===== src/rtl/cp0_pkg.sv =====
// Shared CP0 definitions: register indices, field positions, ExcCodes and
// sequencer state encoding.
package cp0_pkg;

  // CP0 register indices
  localparam logic [4:0] CP0_STATUS = 5'd12;
  localparam logic [4:0] CP0_CAUSE  = 5'd13;
  localparam logic [4:0] CP0_EPC    = 5'd14;

  // Field bit positions
  localparam int IE    = 0;
  localparam int EXL   = 1;
  localparam int IM_LO = 8;
  localparam int IP_LO = 10;
  localparam int BD    = 31;

  localparam logic [31:0] EXL_MASK = 32'h0000_0002;

  // ExcCode values
  localparam logic [4:0] INT  = 5'd0;
  localparam logic [4:0] ADEL = 5'd4;
  localparam logic [4:0] ADES = 5'd5;
  localparam logic [4:0] SYS  = 5'd8;
  localparam logic [4:0] BP   = 5'd9;
  localparam logic [4:0] RI   = 5'd10;
  localparam logic [4:0] OV   = 5'd12;

  // Sequencer states
  typedef logic [2:0] state_t;
  localparam state_t S_IDLE     = 3'd0;
  localparam state_t S_W_EPC    = 3'd1;
  localparam state_t S_W_CAUSE  = 3'd2;
  localparam state_t S_W_STATUS = 3'd3;
  localparam state_t S_E_STATUS = 3'd4;
  localparam state_t S_REDIRECT = 3'd5;

endpackage


===== src/rtl/cp0_irq_pending.sv =====
// Masks the hardware interrupt lines with Status.IM/IE/EXL.
module cp0_irq_pending #(
  parameter int NUM_IRQ = 6
) (
  input  logic [NUM_IRQ-1:0] int_req,
  input  logic [NUM_IRQ-1:0] im,
  input  logic               ie,
  input  logic               exl,
  output logic               irq_pend,
  output logic [NUM_IRQ-1:0] ip
);

  logic [NUM_IRQ-1:0] masked;

  // Pending only while interrupts are enabled and not already in an exception
  always_comb begin
    masked   = int_req & im;
    irq_pend = (|masked) & ie & ~exl;
    // Cause.IP reports the raw request lines, not the masked ones
    ip       = int_req;
  end

endmodule


===== src/rtl/cp0_exception_ctrl.sv =====
// Exception/interrupt/ERET sequencer driving the CP0 register file ports.
module cp0_exception_ctrl
  import cp0_pkg::*;
#(
  parameter logic [31:0] EXC_VECTOR = 32'h0000_0180,
  parameter int          NUM_IRQ    = 6
) (
  input  logic               clk,
  input  logic               rst,
  input  logic               exc_valid,
  input  logic [4:0]         exc_code,
  input  logic [31:0]        exc_pc,
  input  logic               exc_bd,
  input  logic               eret_valid,
  input  logic [NUM_IRQ-1:0] int_req,
  output logic               cp0_we,
  output logic [4:0]         cp0_waddr,
  output logic [31:0]        cp0_wdata,
  output logic [4:0]         cp0_raddr,
  input  logic [31:0]        cp0_rdata,
  output logic               stall,
  output logic               redirect_valid,
  output logic [31:0]        redirect_pc,
  output logic               busy
);

  state_t             state, state_d;
  logic [4:0]         code_q, code_d;
  logic [31:0]        pc_q, pc_d;
  logic               bd_q, bd_d;
  logic [NUM_IRQ-1:0] ip_q, ip_d;
  logic               eret_q, eret_d;
  logic [31:0]        next_pc_q, next_pc_d;

  logic               irq_pend;
  logic [NUM_IRQ-1:0] irq_ip;
  logic [31:0]        cause_word;

  // In IDLE cp0_raddr is Status, so cp0_rdata carries the live Status value
  cp0_irq_pending #(
    .NUM_IRQ (NUM_IRQ)
  ) u_irq_pending (
    .int_req  (int_req),
    .im       (cp0_rdata[IM_LO +: NUM_IRQ]),
    .ie       (cp0_rdata[IE]),
    .exl      (cp0_rdata[EXL]),
    .irq_pend (irq_pend),
    .ip       (irq_ip)
  );

  // Assemble the Cause word from the latched event
  always_comb begin
    cause_word                     = '0;
    cause_word[BD]                 = bd_q;
    cause_word[IP_LO +: NUM_IRQ]   = ip_q;
    cause_word[6:2]                = code_q;
  end

  // Next-state, latch updates and CP0/fetch outputs
  always_comb begin
    state_d        = state;
    code_d         = code_q;
    pc_d           = pc_q;
    bd_d           = bd_q;
    ip_d           = ip_q;
    eret_d         = eret_q;
    next_pc_d      = next_pc_q;
    cp0_we         = 1'b0;
    cp0_waddr      = 5'd0;
    cp0_wdata      = 32'd0;
    cp0_raddr      = CP0_STATUS;
    stall          = 1'b1;
    redirect_valid = 1'b0;
    redirect_pc    = 32'd0;

    case (state)
      S_IDLE: begin
        stall = 1'b0;
        // Priority: exception > interrupt > ERET
        if (exc_valid) begin
          code_d  = exc_code;
          pc_d    = exc_pc;
          bd_d    = exc_bd;
          ip_d    = '0;
          eret_d  = 1'b0;
          stall   = 1'b1;
          state_d = S_W_EPC;
        end else if (irq_pend) begin
          code_d  = INT;
          pc_d    = exc_pc;
          bd_d    = exc_bd;
          ip_d    = irq_ip;
          eret_d  = 1'b0;
          stall   = 1'b1;
          state_d = S_W_EPC;
        end else if (eret_valid) begin
          eret_d  = 1'b1;
          stall   = 1'b1;
          state_d = S_E_STATUS;
        end
      end
      S_W_EPC: begin
        cp0_we    = 1'b1;
        cp0_waddr = CP0_EPC;
        // A delay-slot fault restarts at the preceding branch
        cp0_wdata = bd_q ? (pc_q - 32'd4) : pc_q;
        state_d   = S_W_CAUSE;
      end
      S_W_CAUSE: begin
        cp0_we    = 1'b1;
        cp0_waddr = CP0_CAUSE;
        cp0_wdata = cause_word;
        state_d   = S_W_STATUS;
      end
      S_W_STATUS: begin
        cp0_we    = 1'b1;
        cp0_waddr = CP0_STATUS;
        cp0_wdata = cp0_rdata | EXL_MASK;
        next_pc_d = EXC_VECTOR;
        state_d   = S_REDIRECT;
      end
      S_E_STATUS: begin
        cp0_we    = 1'b1;
        cp0_waddr = CP0_STATUS;
        cp0_wdata = cp0_rdata & ~EXL_MASK;
        state_d   = S_REDIRECT;
      end
      S_REDIRECT: begin
        redirect_valid = 1'b1;
        if (eret_q) begin
          cp0_raddr   = CP0_EPC;
          redirect_pc = cp0_rdata;
        end else begin
          redirect_pc = next_pc_q;
        end
        state_d = S_IDLE;
      end
      default: begin
        stall   = 1'b0;
        state_d = S_IDLE;
      end
    endcase
  end

  assign busy = (state != S_IDLE);

  // State and event latches
  always_ff @(posedge clk or posedge rst) begin
    if (rst) begin
      state     <= S_IDLE;
      code_q    <= 5'd0;
      pc_q      <= 32'd0;
      bd_q      <= 1'b0;
      ip_q      <= '0;
      eret_q    <= 1'b0;
      next_pc_q <= 32'd0;
    end else begin
      state     <= state_d;
      code_q    <= code_d;
      pc_q      <= pc_d;
      bd_q      <= bd_d;
      ip_q      <= ip_d;
      eret_q    <= eret_d;
      next_pc_q <= next_pc_d;
    end
  end

endmodule


===== config.mk =====
export PLATFORM = sky130hd
export DESIGN_NAME = cp0_exception_ctrl
export DESIGN_NICKNAME = d
export VERILOG_FILES = /design/src/rtl/cp0_pkg.sv /design/src/rtl/cp0_irq_pending.sv /design/src/rtl/cp0_exception_ctrl.sv
export SDC_FILE = /design/constraint.sdc
export NUM_CORES = 1
export LEC_CHECK = 0
export ABC_AREA = 1
export CORE_MARGIN = 1
export CORE_UTILIZATION = 46
export CTS_CLUSTER_DIAMETER = 60
export DETAILED_ROUTE_END_ITERATION = 16
export GPL_TIMING_DRIVEN = 0
export PLACE_DENSITY = 0.87
export SYNTH_ARGS = -nofsm -noshare
export SYNTH_HDL_FRONTEND = slang
export SYNTH_SLANG_ARGS = --single-unit
export TNS_END_PERCENT = 20

===== constraint.sdc =====
create_clock -name clk -period 5.17 [get_ports clk]
set_input_delay 1.2925 -clock clk [delete_from_list [all_inputs] [get_ports clk]]
set_output_delay 1.2925 -clock clk [all_outputs]
set_load 0.005 [all_outputs]

==> metrics.md <==
| Metric | Value |
|---|---|
| Max-slew violations | `0` |
| Mux cell area share after synthesis | `0` |
| Most common cell after layout, fill and taps aside | `clkdlybuf4s50_1` |
| I/O Buffers | `~150` |
| Post-Synth XOR/XNOR Area | `0.00991` |
| Combinational family with the most area after synthesis | `simple AND/OR/NAND/NOR gates` |
| Routability cong. | `0.933` |
| DP Wirelength | `9870 um` |
| Status | `finished clean` |
| Seq pwr share | `0.275` |
| DR vias | `around 4,300` |
| Wire length per cell | `about 15 um` |
| Internal | `1.46 mW` |
| Clock-pin slew on the worst setup and hold paths | `100 ps` |
| Worst hold path class | `register to register` |
| Drt initial violations | `242` |
| Clk root buf | `clkbuf_8` |
| Hold slack | `492 ps` |
| Initial antenna violation count | `0` |
| Synth Register Bits | `between 40 and 50` |
| Crit Path Category | `input port to output port` |
| Core Region | `approximately 7300 sq um` |
| Crit Reg-Reg Endpoint | `pc_q[7]$_DFFE_PP0P_` |
| Hold EP | `pc_q[1]$_DFFE_PP0P_` |
| Final-report setup violation count | `0` |
| Nature of the critical path startpoint | `input port` |
| RSZ-0062 raised after global routing | `false` |
| Num rows | `31` |
| Final period util | `0.893` |
| CTS tree | `built` |
| Synth Area in Adders | `0.00354` |
| Initial Utilization | `0.482` |
| Worst Tran Pin Value | `616 ps` |
| Largest net degree at the start of global routing | `31` |
| Worst Path Required | `3880 ps` |
| LEAKAGE | `~2.5 nW` |
| Non-filler instance count after layout | `835` |
| Max-cap violations | `0` |
| Logic pwr share | `0.615` |
| Cell count after placement | `827` |
| Ports | `approximately 160` |
| Post-synthesis area per instance | `6.18 sq um` |
| Final-stage net count | `816` |
| Post-CTS setup repair buffer count | `0` |
| Max clock buf depth | `2` |
| Simple-Gate Fraction of Synth Area | `0.371` |
| Num CTS Buffers | `5` |
| Max_slew headroom | `0.586` |
| Grt ovf | `0` |
| Post-synth top area share | `0.347` |
| Placed Instance Area | `between 5000 and 6000 sq um` |
| Die area | `8040 sq um` |
| Max VDD drop | `350 uV` |
| Ys Warns | `0` |
| Post-CTS Hold Fix Bufs | `0` |
| Layout fillers | `638` |
| Final WS setup | `about 550 ps` |
| Share of layout cells above drive strength 1 | `0.0557` |
| Hold_sp | `pc_q[1]$_DFFE_PP0P_` |
| Die height | `approximately 90 um` |
| Setup tns final | `0 ps` |
| First-pass GRT wire length | `roughly 20,000 um` |
| Sequential area share after synthesis | `0.347` |
| R2R Path Start | `state[0]$_DFFE_PP0P_` |
| Number of remaining DRC errors | `0` |
| Finished Cell Area | `~5300 sq um` |
| Post-synthesis cell count | `572` |
| First-pass iteration count of the detailed router | `5` |
| Area contributors post-synth | `dfrtp_1 (35%), nand2_1 (15%), nor2_1 (13%)` |
| Worst Hold Depth | `2` |
| Clock latency on the worst-skew pair | `310 ps` |
| Critical Path Fanout Max | `10` |
| Commonest cells after routing, fill and taps aside | `clkdlybuf4s50_1 (152), nand2_1 (138), nor2_1 (119)` |
| Compound-gate portion of the synthesized area | `0.131` |
| Setup WS pre-CTS | `564 ps` |
| Clk network pwr share | `0.110` |
| Worst R2R Path Depth | `7` |
| Sw power | `1.13 mW` |
| Resize count post-CTS | `0` |
| Gr usage total | `0.328` |
| Clock skew | `8.37 ps` |
| Vias in the first global route | `4,161` |
| Crit path arrival time | `3330 ps` |
| Dominant cell type by area after synthesis | `dfrtp_1` |
| Fin. Hold Viols | `0` |
| Critical path capture point type | `output port` |
| Synth Cell Area | `3530 sq um` |
| N_diodes | `0` |
| Die Width | `89.7 um` |
| Via density | `5.18` |
| FF/Latch Area | `1230 sq um` |
| Power Density | `between 400 and 500 nW/um^2` |
| FMAX | `217 MHz` |
| Min cycle time layout | `~4600 ps` |
| CTS sink count | `between 40 and 50` |
| FF-to-FF setup slack | `around 3600 ps` |
| Multi-input gate area | `1840 sq um` |
| Detail Route Antenna Nets | `0` |
| H-tree depth | `2` |
| Netlist cell types | `28` |
| Net Sw Frac | `0.436` |
| Layout area overhead | `50.6%` |
| WL final | `approximately 13,000 um` |
## stage by stage
step | total power, mW | utilization
after detailed placement | 2.29 | 0.711
after CTS | 2.59 | 0.726
after global placement | 2.25 | 0.708
after floorplan | 1.47 | -
final | 2.60 | 0.726
after global routing | 2.80 | 0.726
## cell type report
cell class	instances	share of cell area
multi-input combinational	416	0.346
timing repair buffer	153	0.290
sequential	49	0.230
inverter	86	0.0606
buffer	24	0.0289
tap	99	0.0233
clock buffer	6	0.0136
clock inverter	2	0.00729
## per-layer routing
layer  track usage  vias to the layer above  share of wire
met4         0.114                        0          0.026
li1              -                     2093              -
met3        0.0603                       30          0.076
met2         0.593                      217           0.49
met5             0                        -              0
met1         0.388                     1987           0.40
## state kept, by name (all words and copies together) (netlist names)
name and flops:
pc_q 32, ip_q 6, eret_q 1, bd_q 1, next_pc_q 1, code_q 5
state 3
## worst max path at each step
| stage | startpoint | end | slack [ps] | cells after the start |
|---|---|---|---|---|
| after global routing | cp0_rdata[11] | stall | 410 | 9 |
| after floorplan | int_req[3] | stall | 1780 | 7 |
| final | cp0_rdata[8] | stall | 550 | 9 |
| after global placement | cp0_rdata[12] | stall | 580 | 9 |
| after detailed placement | cp0_rdata[12] | stall | 560 | 9 |
| after CTS | cp0_rdata[12] | stall | 560 | 9 |
## critical path, cell delays in order
cell and delay [ps]:
clkdlybuf4s50_1 460, nand2_1 90, nand3_1 90, o21ai_1 200
nand2_2 160, nand2_4 150, buf_2 230, nand4_1 170
clkdlybuf4s50_1 480
## power groups by stage
stage	clock network, mW	registers [mW]	logic (mW)
after floorplan	0	0.667	0.806
after global placement	0	0.702	1.54
after detailed placement	0	0.711	1.58
after CTS	0.287	0.706	1.59
after global routing	0.301	0.731	1.76
final	0.285	0.714	1.60
## kinds of logic after synthesis
| logic type | count (synthesis) |
|---|---|
| AND/OR/NAND/NOR | 320 |
| buffers and inverters | 110 |
| AO/OA/AOI/OAI | 86 |
| flip-flops | 49 |
| XOR/XNOR | 4 |
| other | 2 |
| adder cells (fa/ha/maj) | 1 |
## Yosys cell counts
master / n
clkbuf_1: 4
inv_1: 85
clkbuf_8: 1
conb_1: 2
buf_2: 6
o221ai_1: 1
nor3_1: 2
or2_2: 2
ha_1: 1
nand2_1: 138
clkbuf_2: 1
nor2_4: 1
nor2_2: 3
inv_2: 1
nand2_2: 3
o211ai_1: 1
xor2_1: 4
dfrtp_1: 49
o21ai_1: 5
nand4_1: 3
a21oi_1: 37
o21bai_1: 2
nand3_1: 47
a22oi_1: 9
nand2_4: 2
nor2_1: 119
o21ai_0: 31
buf_4: 12
(Power assumes the default switching activity.)
